File: src/rtl/alu_issue_ctrl.sv
// Single-issue ALU sequencer: decodes one instruction, drives the external ALU and returns its result.
// Optional sll/srl decode is enabled by defining ALU_ISSUE_SHIFT_EN.
module alu_issue_ctrl (
  input  logic        clk,
  input  logic        reset,
  input  logic        instr_valid,
  output logic        instr_ready,
  input  logic [5:0]  opcode,
  input  logic [5:0]  funct,
  input  logic [4:0]  shamt,
  input  logic [31:0] rs_val,
  input  logic [31:0] rt_val,
  output logic [31:0] alu_in1,
  output logic [31:0] alu_in2,
  output logic [3:0]  alu_control,
  input  logic [31:0] alu_out,
  input  logic        alu_zero,
  output logic        res_valid,
  input  logic        res_ready,
  output logic [31:0] res_data,
  output logic        branch_taken,
  output logic        illegal
);

  typedef enum logic [1:0] {
    S_IDLE,
    S_EXEC,
    S_RESP
  } state_t;

  state_t     state, state_nxt;
  logic       accept;
  logic       dec_legal, dec_shift, dec_branch;
  logic [3:0] dec_ctrl;
  logic       is_branch;

  assign instr_ready = (state == S_IDLE);
  assign res_valid   = (state == S_RESP);
  assign accept      = instr_valid & instr_ready;

  always_comb begin
    dec_legal  = 1'b0;
    dec_shift  = 1'b0;
    dec_branch = 1'b0;
    dec_ctrl   = '0;
    case (opcode)
      6'b000000: begin
        case (funct)
          6'b100100: begin dec_legal = 1'b1; dec_ctrl = 4'b0000; end
          6'b100101: begin dec_legal = 1'b1; dec_ctrl = 4'b0001; end
          6'b100000: begin dec_legal = 1'b1; dec_ctrl = 4'b0010; end
          6'b101010: begin dec_legal = 1'b1; dec_ctrl = 4'b0111; end
`ifdef ALU_ISSUE_SHIFT_EN
          6'b000000: begin dec_legal = 1'b1; dec_shift = 1'b1; dec_ctrl = 4'b1111; end
          6'b000010: begin dec_legal = 1'b1; dec_shift = 1'b1; dec_ctrl = 4'b1110; end
`endif
          default: ;
        endcase
      end
      6'b100011, 6'b101011: begin dec_legal = 1'b1; dec_ctrl = 4'b0010; end
      6'b000100: begin dec_legal = 1'b1; dec_branch = 1'b1; dec_ctrl = 4'b0110; end
      6'b000101: begin dec_legal = 1'b1; dec_branch = 1'b1; dec_ctrl = 4'b1011; end
      default: ;
    endcase
  end

  always_comb begin
    state_nxt = state;
    case (state)
      S_IDLE: if (accept) state_nxt = dec_legal ? S_EXEC : S_RESP;
      S_EXEC: state_nxt = S_RESP;
      S_RESP: if (res_ready) state_nxt = S_IDLE;
      default: state_nxt = S_IDLE;
    endcase
  end

  // alu_zero is only meaningful for branches; the ALU leaves it stale otherwise.
  always_ff @(posedge clk or posedge reset) begin
    if (reset) begin
      state        <= S_IDLE;
      alu_in1      <= '0;
      alu_in2      <= '0;
      alu_control  <= '0;
      is_branch    <= 1'b0;
      res_data     <= '0;
      branch_taken <= 1'b0;
      illegal      <= 1'b0;
    end else begin
      state <= state_nxt;
      case (state)
        S_IDLE: begin
          if (accept) begin
            if (dec_legal) begin
              alu_in1     <= dec_shift ? rt_val : rs_val;
              alu_in2     <= dec_shift ? {21'b0, shamt, 6'b0} : rt_val;
              alu_control <= dec_ctrl;
              is_branch   <= dec_branch;
              illegal     <= 1'b0;
            end else begin
              illegal      <= 1'b1;
              res_data     <= '0;
              branch_taken <= 1'b0;
            end
          end
        end
        S_EXEC: begin
          res_data     <= is_branch ? '0 : alu_out;
          branch_taken <= is_branch & alu_zero;
        end
        default: ;
      endcase
    end
  end

endmodule

File: config.mk
export PLATFORM = sky130hd
export DESIGN_NAME = alu_issue_ctrl
export DESIGN_NICKNAME = d
export VERILOG_FILES = /design/src/rtl/alu_issue_ctrl.sv
export SDC_FILE = /design/constraint.sdc
export NUM_CORES = 1
export LEC_CHECK = 0
export CELL_PAD_IN_SITES_DETAIL_PLACEMENT = 1
export CELL_PAD_IN_SITES_GLOBAL_PLACEMENT = 1
export CORE_MARGIN = 2
export CORE_UTILIZATION = 30
export DETAILED_ROUTE_END_ITERATION = 16
export PLACE_DENSITY_LB_ADDON = 0.1
export SYNTH_ARGS = -nofsm -noshare
export SYNTH_HDL_FRONTEND = slang
export SYNTH_SLANG_ARGS = --single-unit
File: constraint.sdc
create_clock -name clk -period 4.15 [get_ports clk]
set_input_delay 0.83 -clock clk [delete_from_list [all_inputs] [get_ports clk]]
set_output_delay 0.83 -clock clk [all_outputs]
set_load 0.005 [all_outputs]
==> impl_metrics.csv, run 1 <==
group,metric,value,unit
floorplanning,core,14370,sq um
setup_path,startpoint_type,"primary input",
cells_and_area,multiInputGateArea,1648,sq um
clocking,cts_sinks,105,
logic_synthesis,ys_seq_elements,105,
outcome,outcome,"complete, no violations",
sta,finalSetupViolations,0,
placement,hpwl,9228,um
run,cap_violations,0,
drt,antenna_left,0,
setup_path,worst-setup-path-type,"primary input to register",
sta,fmax,0.3261,GHz
logic_synthesis,synth.net_count,455,
logic_synthesis,syn_avg_cell_area,12.98,sq um
placement,port_buffers,216,
sta,tightest_slew,688.5,ps
setup_path,crit_path_end_kind,"register",
floorplanning,io_pins,222,
logic_synthesis,synth_xor_xnor_area_share,0.2003,%
setup_path,crit_slowest_cell,"a32oi_4",
setup_path,critPathMaxStageDelay,520,ps
global_routing,globalRouteOverflowTotal,0,
pwr,power_density,433.8,nW/um^2
clocking,clk_pin_slew_worst_paths,70,ps
sta,min_period,3067,ps
cells_and_area,drive_gt1_share,17.81,%
global_routing,grt_pass1_vias,3927,
sta,hold_viol_final,0,
clocking,ctsHoldBuffers,0,
global_routing,grt_util_all_layers,16.63,%
clocking,cts_inserted_buffers,9,
logic_synthesis,yosysUniqueCellTypes,35,
setup_path,cp.required,4380,ps
cells_and_area,regArea,2628,sq um
cells_and_area,insertedDiodeCount,0,
cells_and_area,fill_cells,1512,
sta,rsz0062_at_grt,"no",
floorplanning,dieHeight,124.7,um
pwr,peakVddDrop,0.2124,mV
clocking,cts_buffer_depth,2,
drt,num_vias,3559,
cells_and_area,nets,669,
min_path,hold_class,"register to register",
placement,gp_congestion,0.7131,
global_routing,antenna_found_initial,1,
clocking,cts_root_buf,"clkbuf_16",
clocking,cts_max_level,3,
logic_synthesis,synth_top_family_by_area,"multiplexers",
logic_synthesis,yosys.area_share.simple,6.495,%
clocking,worstSkewPairLatency,340,ps
sta,max_slew_margin,54.10,%
setup_path,crit_path_max_fanout,19,
floorplanning,die_w,124.7,um
clocking,ctsResizeCount,0,
logic_synthesis,async_reset_ff_share,100.0,%
logic_synthesis,synth_edf_count,0,
clocking,cts_setup_buffers,0,
global_routing,grt_pass1_wl,20470,um
logic_synthesis,synth_fa_ha_area_share,0,%
global_routing,grt_max_degree,54,
logic_synthesis,synth_compound_area_share,11.67,%
logic_synthesis,synthCells,337,
setup_path,path_cells,"clkdlybuf4s50_1 > nor4bb_1 > or3_1 > a32oi_4 > buf_4 > mux2_2",
pwr,power.leakage,2.973,nW
logic_synthesis,synthMuxAreaShare,18.83,%
setup_path,crit_arrival,3290,ps
drt,first_pass_iters,4,
sta,finalSetupTns,0,ps
cells_and_area,syn2layout_area_growth,61.66,%
drt,avgViaCountPerCell,4.809,
logic_synthesis,syn_area,4373,sq um
floorplanning,rows,44,
drt,drt-total-wl,12790,um
sta,period_share,73.90,%
sta,maxSlewViolCount,0,
drt,wl_per_cell,17.28,um
floorplanning,initial_utilization,30.43,%
logic_synthesis,ys_seq_area_share,60.09,%
sta,clock_skew,8.497,ps
drt,drtIter0Drc,131,
clocking,cts_tree,"built",
logic_synthesis,ys.flop_type,"dfrtp_1",
cells_and_area,post-route-util,49.20,%
logic_synthesis,synth.yosys.warnings,0,
drt,route.detailed.drc,0,
floorplanning,die_area,15560,sq um
[layout make-up]
| type | instances | area share (%) |
|---|---|---|
| timing repair buffer | 223 | 31.68 |
| tap | 184 | 3.257 |
| inverter | 6 | 0.3540 |
| multi-input combinational | 206 | 23.31 |
| clock inverter | 4 | 0.7434 |
| clock buffer | 12 | 3.487 |
| sequential | 105 | 37.17 |
[cell usage after synthesis, types with 2 or more instances]
master      n  share of area (%)
dfrtp_1   105                 60
mux2_2     58                 15
nand2_1    33                2.8
o21ai_0    33                3.8
a22oi_1    32                5.5
clkbuf_1   13                1.1
mux2_4     10                3.4
inv_1       6               0.51
nor2_1      6               0.51
buf_2       5               0.57
a21oi_1     4               0.46
nor3_1      3               0.34
a31oi_1     2               0.29
buf_6       2               0.51
mux2i_1     2               0.46
nand2b_1    2               0.29
nor2b_1     2               0.29
or3b_2      2               0.40
[critical path, delay by kind of cell]
family	cells	cell delay, ps
AO/OA/AOI/OAI	1	520
multiplexers	1	370
buffers and inverters	2	850
AND/OR/NAND/NOR	2	710
[sequential cells by signal (all words and copies together), names as in the netlist]
name / flops
state: 2
res_data: 32
illegal: 1
branch_taken: 1
alu_control: 4
alu_in1: 32
is_branch: 1
alu_in2: 32
[stage by stage]
stage          instance area (sq um)  total power [mW]  hold WS [ps]  cells  worst slack (ps)
6_report                        7069             3.067         505.9    740              1083
4_1_cts                         7069             3.123         509.1    740              1056
2_1_floorplan                   4373             1.617         494.3    337             559.5
3_5_place_dp                    6770             2.238         494.3    724             690.5
3_3_place_gp                    6770             2.214         486.8    724             742.7
5_1_grt                         7069             3.236         525.9    740             971.1
[cell families (layout without fill, tap and decap cells)]
family                    after synthesis  count (layout)
AOI/OAI and AO/OA                      78              78
xor gates and xnor gates                1               1
buffers and inverters                  26             245
DFF                                   105             105
muxes                                  70              70
and+or+nand+nor                        57              57
[per-layer routing]
layer,global-route usage (%),vias up,part of all wire [%]
met3,8.076,11,11
met5,0,-,0.094
met4,5.354,2,1.3
met2,27.77,130,49
met1,18.68,1783,39
li1,-,1633,-
[report_power, final]
group | total, mW | internal, mW | leakage [nW] | switching, mW
logic | 0.868 | 0.610 | 1.45 | 0.258
clock network | 0.861 | 0.486 | 0.147 | 0.374
registers | 1.34 | 1.23 | 1.37 | 0.110
[path summary, 6_finish.rpt]
check / startpoint / endpoint / slack [ps] / cells after the start
max in group asynchronous: reset / alu_in2[18] / 2460 / 3
min in group asynchronous: reset / alu_in1[7] / 940 / 2
max: funct[3] / alu_in1[5] / 1080 / 6
max reg2reg: state[1] / alu_in2[5] / 2060 / 5
min: alu_in2[26] / alu_in2[26] / 510 / 1
min reg2reg: alu_in2[26] / alu_in2[26] / 510 / 1
[cells in the final DEF, fill, tap and decap left out, types with 2 or more instances in the layout]
cell / count
a21oi_1: 3
a22oi_1: 32
a31oi_1: 2
buf_12: 2
buf_4: 5
clkbuf_1: 2
clkbuf_16: 9
clkdlybuf4s50_1: 216
clkinv_4: 2
dfrtp_1: 105
inv_1: 5
mux2_2: 58
mux2_4: 10
mux2i_1: 2
nand2_1: 33
nand2b_1: 2
nor2_1: 5
nor2b_1: 2
nor3_1: 3
o21ai_0: 33
or3b_2: 2
Note: power is estimated with default switching activity, not from simulation.
==> run 2, diff against run 1 <==
Settings changed: CORE_UTILIZATION 30 to 27.
Clock period 4.15 ns to 2.5 ns, I/O delays scaled along.
==> run 2 against run 1 <==
Against the previous run:
- sequential cell count unchanged
- via count grew 1.1%
- highest routed layer is now met4
- critical path depth grew 1
- largest power group unchanged
==> impl_metrics.csv, run 2 (synthesized netlist as in run 1, its figures left out) <==
group,metric,value,unit
global_routing,globalRouteOverflowTotal,0,
setup_path,crit_path_end_kind,"register",
pwr,power.leakage,3.119,nW
run,cap_violations,0,
setup_path,crit_path_max_fanout,15,
clocking,cts_max_level,3,
cells_and_area,final_cell_mix,"216 x clkdlybuf4s50_1, 105 x dfrtp_1, 58 x mux2_2",
placement,dp_slack,-188.6,ps
floorplanning,initial_utilization,27.53,%
sta,maxSlewViolCount,0,
cells_and_area,post-route-util,46.49,%
floorplanning,rows,46,
pwr,power_density,703.1,nW/um^2
drt,first_pass_iters,4,
clocking,cts_tree,"built",
global_routing,grt_util_all_layers,16.00,%
cells_and_area,multiInputGateArea,1648,sq um
cells_and_area,stdcell_count,798,
clocking,ctsHoldBuffers,0,
sta,rsz0062_at_grt,"no",
drt,num_vias,3599,
clocking,cts_buffer_depth,2,
cells_and_area,final_common_cell,"clkdlybuf4s50_1",
min_path,hold_class,"register to register",
clocking,worstSkewPairLatency,350,ps
placement,port_buffers,216,
clocking,cts_sinks,105,
setup_path,crit_arrival,2530,ps
cells_and_area,reg_top3,"alu_in1 (32), alu_in2 (32), res_data (32)",
sta,setup_slack,209.9,ps
clocking,clk_pin_slew_worst_paths,80,ps
sta,hold_viol_final,0,
clocking,cts_inserted_buffers,9,
drt,drt-total-wl,13470,um
sta,finalSetupViolations,0,
cells_and_area,final_cell_area,7385,sq um
clocking,cts_setup_buffers,0,
floorplanning,dieHeight,131.3,um
cells_and_area,nets,695,
floorplanning,io_pins,222,
pwr,power,5.192,mW
cells_and_area,drive_gt1_share,21.82,%
placement,dp.cells,782,
floorplanning,die_area,17230,sq um
outcome,outcome,"complete, no violations",
sta,min_period,2290,ps
drt,wl_per_cell,16.88,um
drt,drtIter0Drc,108,
clocking,ctsResizeCount,0,
cells_and_area,fill_cells,1691,
sta,max_slew_margin,61.74,%
cells_and_area,insertedDiodeCount,0,
cells_and_area,syn2layout_area_growth,68.87,%
pwr,peakVddDrop,0.4235,mV
sta,finalSetupTns,0,ps
sta,fmax,0.4367,GHz
sta,holdWs,505.9,ps
setup_path,cp.required,2740,ps
clocking,cts_root_buf,"clkbuf_16",
sta,tightest_slew,573.8,ps
floorplanning,core,15890,sq um
placement,gp_congestion,0.7053,
global_routing,grt_pass1_wl,21920,um
drt,route.detailed.drc,0,
cells_and_area,regArea,2628,sq um
setup_path,startpoint_type,"primary input",
drt,avgViaCountPerCell,4.510,
global_routing,grt_max_degree,106,
placement,hpwl,9924,um
floorplanning,die_w,131.3,um
placement,place_area,7069,sq um
global_routing,antenna_found_initial,0,
drt,antenna_left,0,
global_routing,grt_pass1_vias,4047,
sta,clock_skew,7.754,ps
sta,period_share,91.60,%
setup_path,worst-setup-path-type,"primary input to register",
## run 2: changes by cell type in the layout (fill, tap and decap cells not counted)
cell,previous run,this run
clkbuf_8,1,2
clkinvlp_4,0,3
buf_4,5,26
buf_12,2,7
clkinv_4,2,1
clkbuf_1,2,0
clkinv_2,1,0
inv_6,0,1
inv_4,1,0
## run 2: where the power goes
group	total [mW]	internal (mW)	switching, mW
Combinational	1.47	1.04	0.436
Clock	1.50	0.838	0.660
Sequential	2.22	2.04	0.184
## run 2: worst paths after layout
| path | to | cells after the start | slack (ps) | startpoint |
|---|---|---|---|---|
| setup / recovery | alu_in1[28] | 7 | 210 | funct[3] |
| hold / removal | alu_in1[24] | 1 | 510 | alu_in1[24] |
| setup reg to reg | alu_in2[10] | 6 | 520 | state[1] |
| hold reg to reg | alu_in1[24] | 1 | 510 | alu_in1[24] |
| max in group asynchronous | alu_control[3] | 3 | 1400 | reset |
| min in group asynchronous | alu_in2[14] | 3 | 680 | reset |
## run 2: worst max-delay path, cell delays in order
cell and delay (ps):
clkdlybuf4s50_1 460, nor4bb_1 180, or3_1 440, a32oi_4 260, buf_12 180, buf_12 170, mux2_2 340
## run 2: final cells by class
cell class | count | share of cell area, %
Sequential cell | 105 | 35.58
Timing Repair Buffer | 249 | 33.82
Multi-Input combinational cell | 206 | 22.31
Tap cell | 216 | 3.660
Clock buffer | 11 | 3.423
Clock inverter | 5 | 0.8472
Inverter | 6 | 0.3558
## run 2: per-layer routing
metal  vias up  part of all wire [%]  GRT usage [%]
met5         -                     0              0
met4         0                   1.7          5.616
met3        14                    11          8.102
met2       140                    46          25.09
met1      1751                    41          18.96
li1       1694                     -              -
==> run 3, diff against run 2 <==
Settings changed: CORE_MARGIN 2 to default.
==> run 3 against run 2 <==
Against the previous run:
- sequential share of layout area hardly changed
- core utilization is 0.11 points higher
- die area decreased by 3.0%
- register-to-register slack hardly changed
- fmax is 0.21% lower
- power fell by 1.3%
- clock skew increased by 3.2 ps
- worst hold slack got worse by 2.2 ps
- via count rose by 0.75%
- largest cell class unchanged
==> impl_metrics.csv, run 3 (synthesized netlist as in run 1, its figures left out) <==
group,metric,value,unit
outcome,outcome,"complete, no violations",
floorplanning,die_w,129.3,um
placement,port_buffers,216,
pwr,power_density,695.1,nW/um^2
drt,antenna_left,0,
clocking,cts_root_buf,"clkbuf_16",
global_routing,grt_pass1_wl,20160,um
pwr,peakVddDrop,0.3072,mV
pwr,seqPwrFrac,43.4,%
cells_and_area,syn2layout_area_growth,68.67,%
sta,fmax,0.4358,GHz
pwr,clkPwrFrac,27.8,%
clocking,ctsResizeCount,0,
drt,first_pass_iters,4,
sta,tightest_slew,603.1,ps
clocking,cts_tree,"built",
min_path,hold_class,"register to register",
floorplanning,core,15830,sq um
placement,hpwl,9671,um
setup_path,startpoint_type,"primary input",
clocking,ctsHoldBuffers,0,
setup_path,crit_path_end_kind,"register",
sta,rsz0062_at_grt,"no",
clocking,cts_inserted_buffers,9,
pwr,power.leakage,3.121,nW
setup_path,worst-setup-path-type,"primary input to register",
drt,avgViaCountPerCell,4.544,
clocking,cts_setup_buffers,0,
floorplanning,io_pins,222,
drt,route.detailed.drc,0,
sta,holdWs,503.7,ps
setup_path,crit_path_max_fanout,17,
pwr,combPwrFrac,28.8,%
sta,hold_viol_final,0,
cells_and_area,nets,695,
placement,gp_congestion,0.7089,
drt,drt-total-wl,13000,um
global_routing,globalRouteOverflowTotal,0,
sta,maxSlewViolCount,0,
clocking,clk_pin_slew_worst_paths,70,ps
cells_and_area,final_common_cell,"clkdlybuf4s50_1",
floorplanning,dieHeight,129.3,um
cells_and_area,final_cell_mix,"216 x clkdlybuf4s50_1, 105 x dfrtp_1, 58 x mux2_2",
floorplanning,die_area,16710,sq um
sta,min_period,2295,ps
floorplanning,rows,46,
sta,finalSetupViolations,0,
setup_path,cp.required,2730,ps
pwr,p_sw,1.275,mW
sta,max_slew_margin,59.71,%
cells_and_area,drive_gt1_share,21.82,%
cells_and_area,reg_top3,"alu_in1 (32), alu_in2 (32), res_data (32)",
global_routing,grt_pass1_vias,3885,
cells_and_area,insertedDiodeCount,0,
sta,period_share,91.79,%
setup_path,crit_arrival,2530,ps
drt,wl_per_cell,16.29,um
run,cap_violations,0,
pwr,power,5.127,mW
clocking,cts_max_level,3,
drt,drtIter0Drc,75,
pwr,p_int,3.852,mW
global_routing,grt_max_degree,49,
drt,num_vias,3626,
global_routing,antenna_found_initial,0,
sta,clock_skew,10.96,ps
pwr,p_sw_share,24.87,%
clocking,cts_sinks,105,
clocking,cts_buffer_depth,2,
clocking,worstSkewPairLatency,350,ps
global_routing,grt_util_all_layers,15.94,%
floorplanning,initial_utilization,27.63,%
-- run 3: cell types whose count changed in the layout (fill, tap and decap cells not counted) --
cell,delta
buf_12,+1
buf_4,-1
clkbuf_8,-2
clkinv_2,+3
clkinv_4,-1
-- run 3: worst paths after layout --
path,start,endpoint,slack [ps],cells after the start
worst max-delay path,funct[3],alu_in2[25],210,7
worst min-delay path,alu_in1[5],alu_in1[5],500,1
worst max register to register,state[1],alu_in2[8],520,6
worst min register to register,alu_in1[5],alu_in1[5],500,1
max in group asynchronous,reset,alu_in1[22],1300,3
min in group asynchronous,reset,alu_in2[10],560,2
-- run 3: power by group through the flow --
stage	combinational (mW)	clock, mW	sequential, mW
2_1_floorplan	0.419	0	2.27
3_3_place_gp	1.47	0	2.23
3_5_place_dp	1.50	0	2.25
4_1_cts	1.51	1.49	2.23
5_1_grt	1.60	1.55	2.28
6_report	1.48	1.42	2.22
-- run 3: final cells by class --
| class | count | area, sq um |
|---|---|---|
| inverters | 6 | 26.28 |
| flip-flops and latches | 105 | 2628 |
| multi-input cells | 206 | 1648 |
| repair buffers | 249 | 2510 |
| clock inverters | 7 | 68.82 |
| fillers | 1639 | 8452 |
| clock buffers | 9 | 225.2 |
| well taps | 216 | 270.3 |
-- run 3: per-stage QoR --
step	util, %	area, sq um	setup WS (ps)	setup TNS (ps)	instances
2_1_floorplan	-	4377	380.1	0	337
3_3_place_gp	44.74	7082	-127.5	-7316	782
3_5_place_dp	44.74	7082	-176.2	-9822	782
4_1_cts	46.60	7376	202.2	0	798
5_1_grt	46.60	7376	141.5	0	798
6_report	46.60	7376	205.2	0	798
-- run 3: routing by layer --
layer	global-route usage [%]	up-vias	share of wire (%)
li1	-	1692	-
met1	17.84	1785	40
met2	26.38	137	48
met3	7.432	12	11
met4	6.090	0	1.5
met5	0	-	0
-- run 3: critical path, stage by stage --
cell and delay, ps:
clkdlybuf4s50_1 460, nor4bb_1 180, or3_1 460, a32oi_4 240, buf_12 170, buf_12 160, mux2_2 340
